**config.mk**
```make
export PLATFORM = sky130hd
export DESIGN_NAME = div_arbiter
export DESIGN_NICKNAME = d
export VERILOG_FILES = /design/src/rtl/div_pkg.sv /design/src/rtl/div_core.sv /design/src/rtl/div_arbiter.sv
export SDC_FILE = /design/constraint.sdc
export NUM_CORES = 1
export LEC_CHECK = 0
export CORE_ASPECT_RATIO = 0.5
export CORE_MARGIN = 2
export CORE_UTILIZATION = 30
export DETAILED_ROUTE_END_ITERATION = 7
export MAX_ROUTING_LAYER = met4
export PLACE_DENSITY = 0.54
export SYNTH_ARGS = -nofsm -noshare
export SYNTH_HDL_FRONTEND = slang
export SYNTH_SLANG_ARGS = --single-unit
```
**constraint.sdc**
```tcl
create_clock -name clk -period 9.3 [get_ports clk]
set_input_delay 1.395 -clock clk [delete_from_list [all_inputs] [get_ports clk]]
set_output_delay 1.395 -clock clk [all_outputs]
set_load 0.03 [all_outputs]
```
**src/rtl/div_pkg.sv**
```systemverilog
// rtl/div_pkg.sv - shared types and constants for the divider arbiter
package div_pkg;

    localparam int DIV_BIT_SIZE = 16;

    // Every quotient bit of a divide-by-zero answer takes this value.
    localparam logic DIV_DBZ_QUOTIENT_BIT = 1'b1;

    typedef enum logic [2:0] {
        IDLE = 3'b001,
        RUN  = 3'b010,
        RESP = 3'b100
    } div_state_t;

endpackage

```
**src/rtl/div_core.sv**
```systemverilog
// rtl/div_core.sv - iterative restoring unsigned divider, one quotient bit per cycle
module div_core
    import div_pkg::*;
#(
    parameter int BIT_SIZE = DIV_BIT_SIZE
) (
    input  logic                clk,
    input  logic                reset,
    input  logic                start,
    input  logic [BIT_SIZE-1:0] dividend,
    input  logic [BIT_SIZE-1:0] divisor,
    output logic                done,
    output logic [BIT_SIZE-1:0] quotient,
    output logic [BIT_SIZE-1:0] remainder
);

    localparam int CNT_W = $clog2(BIT_SIZE + 1);

    logic [BIT_SIZE:0]   acc_q, acc_d;
    logic [BIT_SIZE-1:0] quo_q, quo_d;
    logic [BIT_SIZE-1:0] dvs_q, dvs_d;
    logic [CNT_W-1:0]    cnt_q, cnt_d;
    logic                done_q, done_d;

    logic [BIT_SIZE:0]   step_acc;
    logic [BIT_SIZE-1:0] step_quo;
    logic [BIT_SIZE-1:0] step_dvs;
    logic [BIT_SIZE:0]   shifted;
    logic [BIT_SIZE:0]   trial;

    // One restoring step; the start cycle already runs the first step on the fresh operands.
    always_comb begin
        step_acc = start ? '0 : acc_q;
        step_quo = start ? dividend : quo_q;
        step_dvs = start ? divisor : dvs_q;
        shifted  = (step_acc << 1) | {{BIT_SIZE{1'b0}}, step_quo[BIT_SIZE-1]};
        trial    = shifted - {1'b0, step_dvs};
    end

    // Iterate while steps remain; done pulses once the last quotient bit is registered.
    always_comb begin
        acc_d  = acc_q;
        quo_d  = quo_q;
        dvs_d  = dvs_q;
        cnt_d  = cnt_q;
        done_d = 1'b0;
        if (start || (cnt_q != '0)) begin
            acc_d  = trial[BIT_SIZE] ? shifted : trial;
            quo_d  = (step_quo << 1) | {{(BIT_SIZE-1){1'b0}}, ~trial[BIT_SIZE]};
            dvs_d  = step_dvs;
            cnt_d  = start ? CNT_W'(BIT_SIZE - 1) : cnt_q - CNT_W'(1);
            done_d = (cnt_d == '0);
        end
    end

    // Datapath registers, cleared by reset so an aborted divide leaves nothing behind.
    always_ff @(posedge clk) begin
        if (reset) begin
            acc_q  <= '0;
            quo_q  <= '0;
            dvs_q  <= '0;
            cnt_q  <= '0;
            done_q <= 1'b0;
        end else begin
            acc_q  <= acc_d;
            quo_q  <= quo_d;
            dvs_q  <= dvs_d;
            cnt_q  <= cnt_d;
            done_q <= done_d;
        end
    end

    assign done      = done_q;
    assign quotient  = quo_q;
    assign remainder = acc_q[BIT_SIZE-1:0];

endmodule

```
**src/rtl/div_arbiter.sv**
```systemverilog
// rtl/div_arbiter.sv - round-robin sharing of one restoring divider between requesters
module div_arbiter
    import div_pkg::*;
#(
    parameter int BIT_SIZE = DIV_BIT_SIZE,
    parameter int NUM_REQ  = 4
) (
    input  logic                         clk,
    input  logic                         reset,
    input  logic [NUM_REQ-1:0]           req_valid,
    output logic [NUM_REQ-1:0]           req_ready,
    input  logic [NUM_REQ*BIT_SIZE-1:0]  req_dividend,
    input  logic [NUM_REQ*BIT_SIZE-1:0]  req_divisor,
    output logic [NUM_REQ-1:0]           rsp_valid,
    input  logic [NUM_REQ-1:0]           rsp_ready,
    output logic [BIT_SIZE-1:0]          rsp_quotient,
    output logic [BIT_SIZE-1:0]          rsp_remainder,
    output logic                         rsp_dbz,
    output logic                         busy
);

    localparam int IDX_W = (NUM_REQ > 1) ? $clog2(NUM_REQ) : 1;

    div_state_t          state_q, state_d;
    logic [IDX_W-1:0]    last_grant_q, last_grant_d;
    logic [IDX_W-1:0]    idx_q, idx_d;
    logic [NUM_REQ-1:0]  rsp_valid_q, rsp_valid_d;
    logic [BIT_SIZE-1:0] quo_q, quo_d;
    logic [BIT_SIZE-1:0] rem_q, rem_d;
    logic                dbz_q, dbz_d;

    logic [NUM_REQ-1:0]  grant;
    logic [IDX_W-1:0]    grant_idx;
    logic [IDX_W-1:0]    scan_idx;
    logic                found;
    logic                accept;
    logic [BIT_SIZE-1:0] sel_dividend;
    logic [BIT_SIZE-1:0] sel_divisor;
    logic                core_start;
    logic                core_done;
    logic [BIT_SIZE-1:0] core_quotient;
    logic [BIT_SIZE-1:0] core_remainder;

    function automatic logic [IDX_W-1:0] wrap_idx(input logic [IDX_W-1:0] base, input int k);
        int sum;
        sum = int'(base) + k;
        if (sum >= NUM_REQ) sum = sum - NUM_REQ;
        return sum[IDX_W-1:0];
    endfunction

    // Pick the first valid requester after the last one served, wrapping around.
    always_comb begin
        grant     = '0;
        grant_idx = '0;
        scan_idx  = '0;
        found     = 1'b0;
        for (int k = 1; k <= NUM_REQ; k++) begin
            scan_idx = wrap_idx(last_grant_q, k);
            if (!found && req_valid[scan_idx]) begin
                found            = 1'b1;
                grant[scan_idx]  = 1'b1;
                grant_idx        = scan_idx;
            end
        end
    end

    assign req_ready    = (state_q == IDLE) ? grant : '0;
    assign accept       = |req_ready;
    assign sel_dividend = req_dividend[grant_idx*BIT_SIZE +: BIT_SIZE];
    assign sel_divisor  = req_divisor[grant_idx*BIT_SIZE +: BIT_SIZE];

    // Sequencer: accept, run the core or answer divide-by-zero directly, then hold the response.
    always_comb begin
        state_d      = state_q;
        last_grant_d = last_grant_q;
        idx_d        = idx_q;
        rsp_valid_d  = rsp_valid_q;
        quo_d        = quo_q;
        rem_d        = rem_q;
        dbz_d        = dbz_q;
        core_start   = 1'b0;
        case (state_q)
            IDLE: begin
                if (accept) begin
                    last_grant_d = grant_idx;
                    idx_d        = grant_idx;
                    if (sel_divisor == '0) begin
                        state_d     = RESP;
                        quo_d       = {BIT_SIZE{DIV_DBZ_QUOTIENT_BIT}};
                        rem_d       = sel_dividend;
                        dbz_d       = 1'b1;
                        rsp_valid_d = grant;
                    end else begin
                        state_d    = RUN;
                        core_start = 1'b1;
                    end
                end
            end
            RUN: begin
                if (core_done) begin
                    state_d            = RESP;
                    quo_d              = core_quotient;
                    rem_d              = core_remainder;
                    dbz_d              = 1'b0;
                    rsp_valid_d        = '0;
                    rsp_valid_d[idx_q] = 1'b1;
                end
            end
            RESP: begin
                if (rsp_ready[idx_q]) begin
                    state_d     = IDLE;
                    rsp_valid_d = '0;
                end
            end
            default: begin
                state_d     = IDLE;
                rsp_valid_d = '0;
            end
        endcase
    end

    // State, pointer and response registers.
    always_ff @(posedge clk) begin
        if (reset) begin
            state_q      <= IDLE;
            last_grant_q <= IDX_W'(NUM_REQ - 1);
            idx_q        <= '0;
            rsp_valid_q  <= '0;
            quo_q        <= '0;
            rem_q        <= '0;
            dbz_q        <= 1'b0;
        end else begin
            state_q      <= state_d;
            last_grant_q <= last_grant_d;
            idx_q        <= idx_d;
            rsp_valid_q  <= rsp_valid_d;
            quo_q        <= quo_d;
            rem_q        <= rem_d;
            dbz_q        <= dbz_d;
        end
    end

    div_core #(
        .BIT_SIZE (BIT_SIZE)
    ) u_core (
        .clk       (clk),
        .reset     (reset),
        .start     (core_start),
        .dividend  (sel_dividend),
        .divisor   (sel_divisor),
        .done      (core_done),
        .quotient  (core_quotient),
        .remainder (core_remainder)
    );

    assign rsp_valid     = rsp_valid_q;
    assign rsp_quotient  = quo_q;
    assign rsp_remainder = rem_q;
    assign rsp_dbz       = dbz_q;
    assign busy          = (state_q != IDLE);

endmodule

```
==> flow_metrics.py, run 1 <==
metrics = {
    "critical_path": {
        "critPathMaxFanout": 62,
        "critPathCaptureType": "flop",
        "cp_top_family": "simple AND/OR/NAND/NOR gates",
        "critPathArrivalTime_ps": 8300,
        "crit_buf_inv": 4,
        "slowest_delay_ps": 890,
        "cpMaxStageDelayCell": "nor2_1",
        "start_kind": "input pin",
        "crit_cells": 23,
        "cpMostUsedCell": "nor2_1",
        "crit_chain": "clkdlybuf4s50_1, mux4_2, nand2b_4, nor2_1, o31a_2, buf_4, a32oi_2, a21oi_2, nor2_4, buf_4, mux2i_1, ha_1, inv_1, fa_1, a211oi_1, o21ai_0, nand4_1, and3_1, nor2_1, nor2_1, a221o_1, a22oi_1, a211oi_1",
        "r2r_end": "u_core.acc_q[14]",
        "rr_startpoint": "last_grant_q[0]",
        "worstPathRequired_ps": 9560,
        "crit_type": "input pin to flop",
        "r2r_cells": 26,
        "reg2reg_setup_slack_ps": 1490,
        "startpoint": "req_valid[1]",
        "crit_end": "u_core.acc_q[14]",
    },
    "cts": {
        "cts_tree": "built",
        "ctsResizeCount": 0,
        "clk_path_buf_depth": 2,
        "clk_pin_slew_worst_paths_ps": 70,
        "cts_buffers": 9,
        "clkSinkCount": 98,
        "ctsRootBufferMaster": "clkbuf_16",
        "cts_hold_buf": 0,
        "h-tree-depth": 3,
        "cts_setup_buffers": 0,
        "insertion_delay_ps": 360,
    },
    "routing": {
        "drt-vias-per-instance": 5.24,
        "wl_mm": 25.7,
        "drt_iter0_markers": 531,
        "wl_per_cell_microns": 17.7,
        "route.detailed.drc": 0,
        "dr.pass1.iters": 5,
        "num_vias": 7629,
        "ant_nets": 0,
    },
    "yosys": {
        "postSynthCellCount": 977,
        "synthArstFlopShare_pct": 0,
        "synth_edf_count": 0,
        "ys_types": 79,
        "ys_seq_elements": 98,
        "ys_seq_area_share_pct": 25.7,
        "dominantRegCellSynth": "dfxtp_1",
        "synth_area_sq_um": 7640,
        "synth_fp_nets": 1142,
        "ys_warn_count": 0,
        "syn_area_per_cell_sq_um": 7.82,
    },
    "sta": {
        "finalSetupTns_ps": 0,
        "setup_viol": 0,
        "drv_slew": 0,
        "fin_crit_ps": 8030,
        "worst_hold_slack_ps": 478,
        "max_slew_margin_pct": 21.0,
        "skew_ps": 11.0,
        "fin_crit_sh_pct": 86.4,
        "tightestPinTransition_ps": 1180,
        "rsz0062_at_grt": "no",
        "hold_viol": 0,
        "fmaxAchievable_mhz": 124,
    },
    "placement": {
        "place_hpwl_mm": 19.8,
        "dp.cells": 1440,
        "globalplace.congestion": 0.852,
        "portBuffers": 179,
    },
    "outcome": {
        "status": "completed",
    },
    "final_layout": {
        "ff_latch_area_sq_um": 1960,
        "area_growth_pct": 29.0,
        "diodes": 0,
        "fin_nets": 1272,
        "finish.utilization_pct": 39.2,
        "mostFrequentLayoutCells": "178 x clkdlybuf4s50_1, 173 x nand2_1, 152 x nor2_1",
        "drive_above_1_share_pct": 11.7,
        "multi_input_area_sq_um": 5210,
        "final_common_cell": "clkdlybuf4s50_1",
        "stdcell_count": 1456,
        "num-fill-cells": 2571,
    },
    "die": {
        "io-pin-count": 180,
        "core_area_sq_um": 25100,
        "die_area_sq_um": 26900,
        "die_h_microns": 117,
        "row_count": 41,
        "die_w_microns": 230,
        "initial_utilization_pct": 30.4,
    },
    "global_route": {
        "antenna_found_initial": 0,
        "grt_pass1_wl_mm": 39.8,
        "grtUsageTotal_pct": 19.3,
        "grt-ovfl-total": 0,
        "grt_pass1_vias": 7055,
        "grt_start_max_net_pins": 68,
    },
    "power": {
        "power.density_nw_per_um2": 434,
        "ir_drop_mv": 0.227,
        "static-leakage-power_uw": 0.00370,
    },
    "job": {
        "drv_cap": 0,
    },
    "worst_hold_path": {
        "min_path_type": "flop to flop",
    },
}
## cells by family (layout without fill, tap and decap cells)
logic type | Yosys count | count (layout) | synth area share, %
AO/OA/AOI/OAI | 237 | 237 | 26.5
XOR/XNOR | 19 | 19 | 2.18
adder cells (fa/ha/maj) | 27 | 27 | 4.52
buffers and inverters | 96 | 231 | 6.38
flip-flops | 98 | 98 | 25.7
multiplexers | 60 | 60 | 8.94
AND/OR/NAND/NOR | 440 | 440 | 25.9
## layer usage
| layer | GRT usage [%] | vias to the layer above | share of wire, % |
|---|---|---|---|
| li1 | - | 3773 | - |
| met2 | 29.6 | 167 | 45 |
| met4 | 3.96 | 0 | 1.3 |
| met1 | 26.8 | 3668 | 49 |
| met5 | - | - | 0 |
| met3 | 3.10 | 21 | 4.5 |
## worst min-delay path by stage
stage | start | endpoint | slack, ps | cells after the start
detailed placement | rsp_dbz | rsp_dbz | 480 | 2
finish | rsp_dbz | rsp_dbz | 480 | 2
floorplan | u_core.cnt_q[0] | u_core.done | 460 | 2
global route | rsp_dbz | rsp_dbz | 510 | 2
CTS | rsp_dbz | rsp_dbz | 490 | 2
global placement | rsp_dbz | rsp_dbz | 470 | 2
## cell usage after synthesis, drive strengths merged, types with 4 or more instances
cell type,n,area [sq um]
a21o,6,45.0
nor3,35,186
and2,6,37.5
mux2,16,180
nor2,155,608
o21ai,28,140
or3,6,37.5
nor4,9,77.6
and3,6,37.5
a21oi,56,303
nand3,12,60.1
mux2i,39,390
nand4,5,31.3
clkbuf,44,166
ha,26,325
o211ai,6,45.0
inv,23,86.3
a221o,19,190
a221oi,4,41.3
a21boi,5,48.8
a311oi,30,450
nand2b,11,83.8
mux4,5,113
xnor2,16,140
a31oi,19,119
buf,28,231
nor3b,4,30.0
nand2,174,653
a22oi,15,163
a211oi,25,248
dfxtp,98,1960
## metrics by stage
step | area (sq um) | worst slack (ps) | total power (uW)
after floorplan | 7640 | 2260 | 3140
after global placement | 9570 | 1150 | 3860
after detailed placement | 9570 | 1020 | 3880
after CTS | 9860 | 1370 | 4280
after global routing | 9860 | 769 | 4650
final | 9860 | 1270 | 4280
## power by group
part | leakage [uW] | internal (uW) | switching (uW)
clock network | 0.000142 | 194 | 182
registers | 0.000802 | 544 | 88.5
logic | 0.00275 | 1220 | 2050
## sequential cells by signal, indices dropped and copies added, names as in the netlist
register and cells:
rsp_quotient 16, rsp_dbz 1, idx_q 2, u_core.acc_q 16, u_core.quotient 16, u_core.dvs_q 16
last_grant_q 2, rsp_remainder 16, state_q 3, u_core.cnt_q 5, u_core.done 1, rsp_valid 4
## area by class of cell
type	count	share of cell area [%]
Tap cell	344	4.36
Clock buffer	10	2.42
Inverter	24	0.913
Sequential cell	98	19.9
Multi-Input combinational cell	783	52.8
Clock inverter	6	0.545
Timing Repair Buffer	191	19.1
## worst min-delay path: cells and delay by family, from the launching register on
kind	cells	cell delay, ps
flops	1	310
compound gates	1	70
buf+inv	1	50
Power figures use the tool's default switching activity.
==> run 2, diff against run 1 <==
Settings changed: CORE_MARGIN 2 to default, RECOVER_POWER from default to 25.
==> run 2 against run 1 <==
Compared with the run above: count of clock-buffer cells in the layout did not move; flip-flop and latch count did not move; final area fell by 0.23%; combinational power barely moved; clock skew fell by 0.60 ps; critical path depth fell by 1; clock power barely moved; critical endpoint is now u_core.acc_q[1]; largest power group unchanged.
==> flow_metrics.py, run 2 (synthesis gave the netlist of run 1 again) <==
metrics = {
    "cts": {
        "cts_buffers": 9,
        "cts_setup_buffers": 0,
        "cts_tree": "built",
        "clkSinkCount": 98,
        "h-tree-depth": 3,
        "insertion_delay_ps": 360,
        "cts_hold_buf": 0,
        "clk_pin_slew_worst_paths_ps": 80,
        "ctsRootBufferMaster": "clkbuf_16",
        "clk_path_buf_depth": 2,
        "ctsResizeCount": 0,
    },
    "outcome": {
        "status": "completed",
    },
    "global_route": {
        "antenna_found_initial": 1,
        "grt_pass1_vias": 7430,
        "grt_start_max_net_pins": 74,
        "grtUsageTotal_pct": 21.5,
        "grt_pass1_wl_mm": 42.4,
        "grt-ovfl-total": 0,
    },
    "routing": {
        "drt_iter0_markers": 495,
        "num_vias": 7682,
        "drt-vias-per-instance": 5.31,
        "ant_nets": 0,
        "dr.pass1.iters": 5,
        "wl_mm": 27.5,
        "wl_per_cell_microns": 19.0,
        "route.detailed.drc": 0,
    },
    "sta": {
        "drv_slew": 0,
        "hold_viol": 0,
        "finalSetupTns_ps": 0,
        "rsz0062_at_grt": "no",
        "fmaxAchievable_mhz": 128,
        "skew_ps": 10.4,
        "worst_hold_slack_ps": 493,
        "fin_crit_ps": 7830,
        "max_slew_margin_pct": 24.1,
        "fin_crit_sh_pct": 84.2,
        "setup_viol": 0,
        "tightestPinTransition_ps": 1140,
    },
    "critical_path": {
        "crit_end": "u_core.acc_q[1]",
        "crit_type": "input pin to flop",
        "start_kind": "input pin",
        "critPathMaxFanout": 59,
        "reg2reg_setup_slack_ps": 1660,
        "critPathArrivalTime_ps": 8110,
        "r2r_cells": 26,
        "rr_startpoint": "last_grant_q[0]",
        "startpoint": "req_valid[3]",
        "critPathCaptureType": "flop",
        "r2r_end": "u_core.acc_q[1]",
        "worstPathRequired_ps": 9570,
    },
    "power": {
        "static-leakage-power_uw": 0.00381,
        "power.density_nw_per_um2": 435,
        "fin_total_pwr_uw": 4280,
        "ir_drop_mv": 0.204,
    },
    "die": {
        "die_area_sq_um": 26200,
        "core_area_sq_um": 24500,
        "die_w_microns": 228,
        "row_count": 40,
        "die_h_microns": 115,
        "io-pin-count": 180,
        "initial_utilization_pct": 31.2,
    },
    "final_layout": {
        "fin_nets": 1271,
        "stdcell_count": 1448,
        "mostFrequentLayoutCells": "173 x nand2_1, 152 x nor2_1, 143 x clkdlybuf4s50_1",
        "final_common_cell": "nand2_1",
        "final_area_sq_um": 9840,
        "drive_above_1_share_pct": 11.5,
        "area_growth_pct": 28.7,
        "num-fill-cells": 2493,
    },
    "placement": {
        "place_hpwl_mm": 21.2,
        "portBuffers": 179,
        "dp.cells": 1431,
        "place_area_sq_um": 9550,
        "globalplace.congestion": 0.915,
    },
    "worst_hold_path": {
        "min_path_type": "flop to flop",
    },
    "job": {
        "drv_cap": 0,
    },
}
[run 2: changes by cell type in the layout (fill, tap and decap cells not counted), sizes merged]
cell / previous run / this run
diode: 0 / 1
buf: 13 / 12
clkdlybuf4s50: 178 / 143
dlygate4sd3: 0 / 35
[run 2: area by class of cell]
type / instances / area (sq um) / share of cell area (%)
Antenna cell: 1 / 2.50 / 0.0254
Clock buffer: 10 / 229 / 2.33
Clock inverter: 6 / 56.3 / 0.572
Inverter: 24 / 90.1 / 0.915
Multi-Input combinational cell: 783 / 5210 / 52.9
Sequential cell: 98 / 1960 / 19.9
Tap cell: 336 / 420 / 4.27
Timing Repair Buffer: 190 / 1870 / 19.0
[run 2: where the power goes]
part / switching [uW] / internal (uW) / leakage, uW
registers: 100 / 544 / 0.000802
logic: 2050 / 1210 / 0.00287
clock network: 185 / 188 / 0.000138
total: 2340 / 1940 / 0.00381
[run 2: per-stage QoR]
step / setup WS [ps] / utilization [%]
3_3_place_gp: 1200 / 39.0
4_1_cts: 1450 / 40.2
3_5_place_dp: 1100 / 39.0
5_1_grt: 954 / 40.2
6_report: 1470 / 40.2
2_1_floorplan: 2260 / -
[run 2: per-layer routing]
metal  global-route usage [%]  vias up  routed length [microns]
li1                         -     3781                        -
met4                     6.26        0                      614
met1                     28.3     3720                    13200
met2                     33.6      147                    12600
met5                        -        -                        0
met3                     3.77       34                     1110
[run 2: worst min path at each step]
stage                         start               to  slack, ps  cells after the start
CTS                 u_core.cnt_q[0]      u_core.done        490                      2
floorplan           u_core.cnt_q[0]      u_core.done        460                      2
detailed placement  u_core.cnt_q[0]      u_core.done        480                      2
global route        rsp_quotient[1]  rsp_quotient[1]        520                      2
global placement            rsp_dbz          rsp_dbz        470                      2
finish              rsp_quotient[8]  rsp_quotient[8]        490                      2
[run 2: critical path, stage by stage]
cell and delay (ps):
clkdlybuf4s50_1 570, mux4_2 660, nand2b_4 250, nor3_4 210
o31a_2 290, buf_4 510, a32oi_2 230, a21oi_2 460
nor2_4 240, mux2_2 320, ha_1 170, inv_1 60
fa_1 410, a211oi_1 270, o21ai_0 200, nand4_1 150
and3_1 180, nor2_1 80, nor2_1 810, a221o_1 300
a22oi_1 70, a211oi_1 230
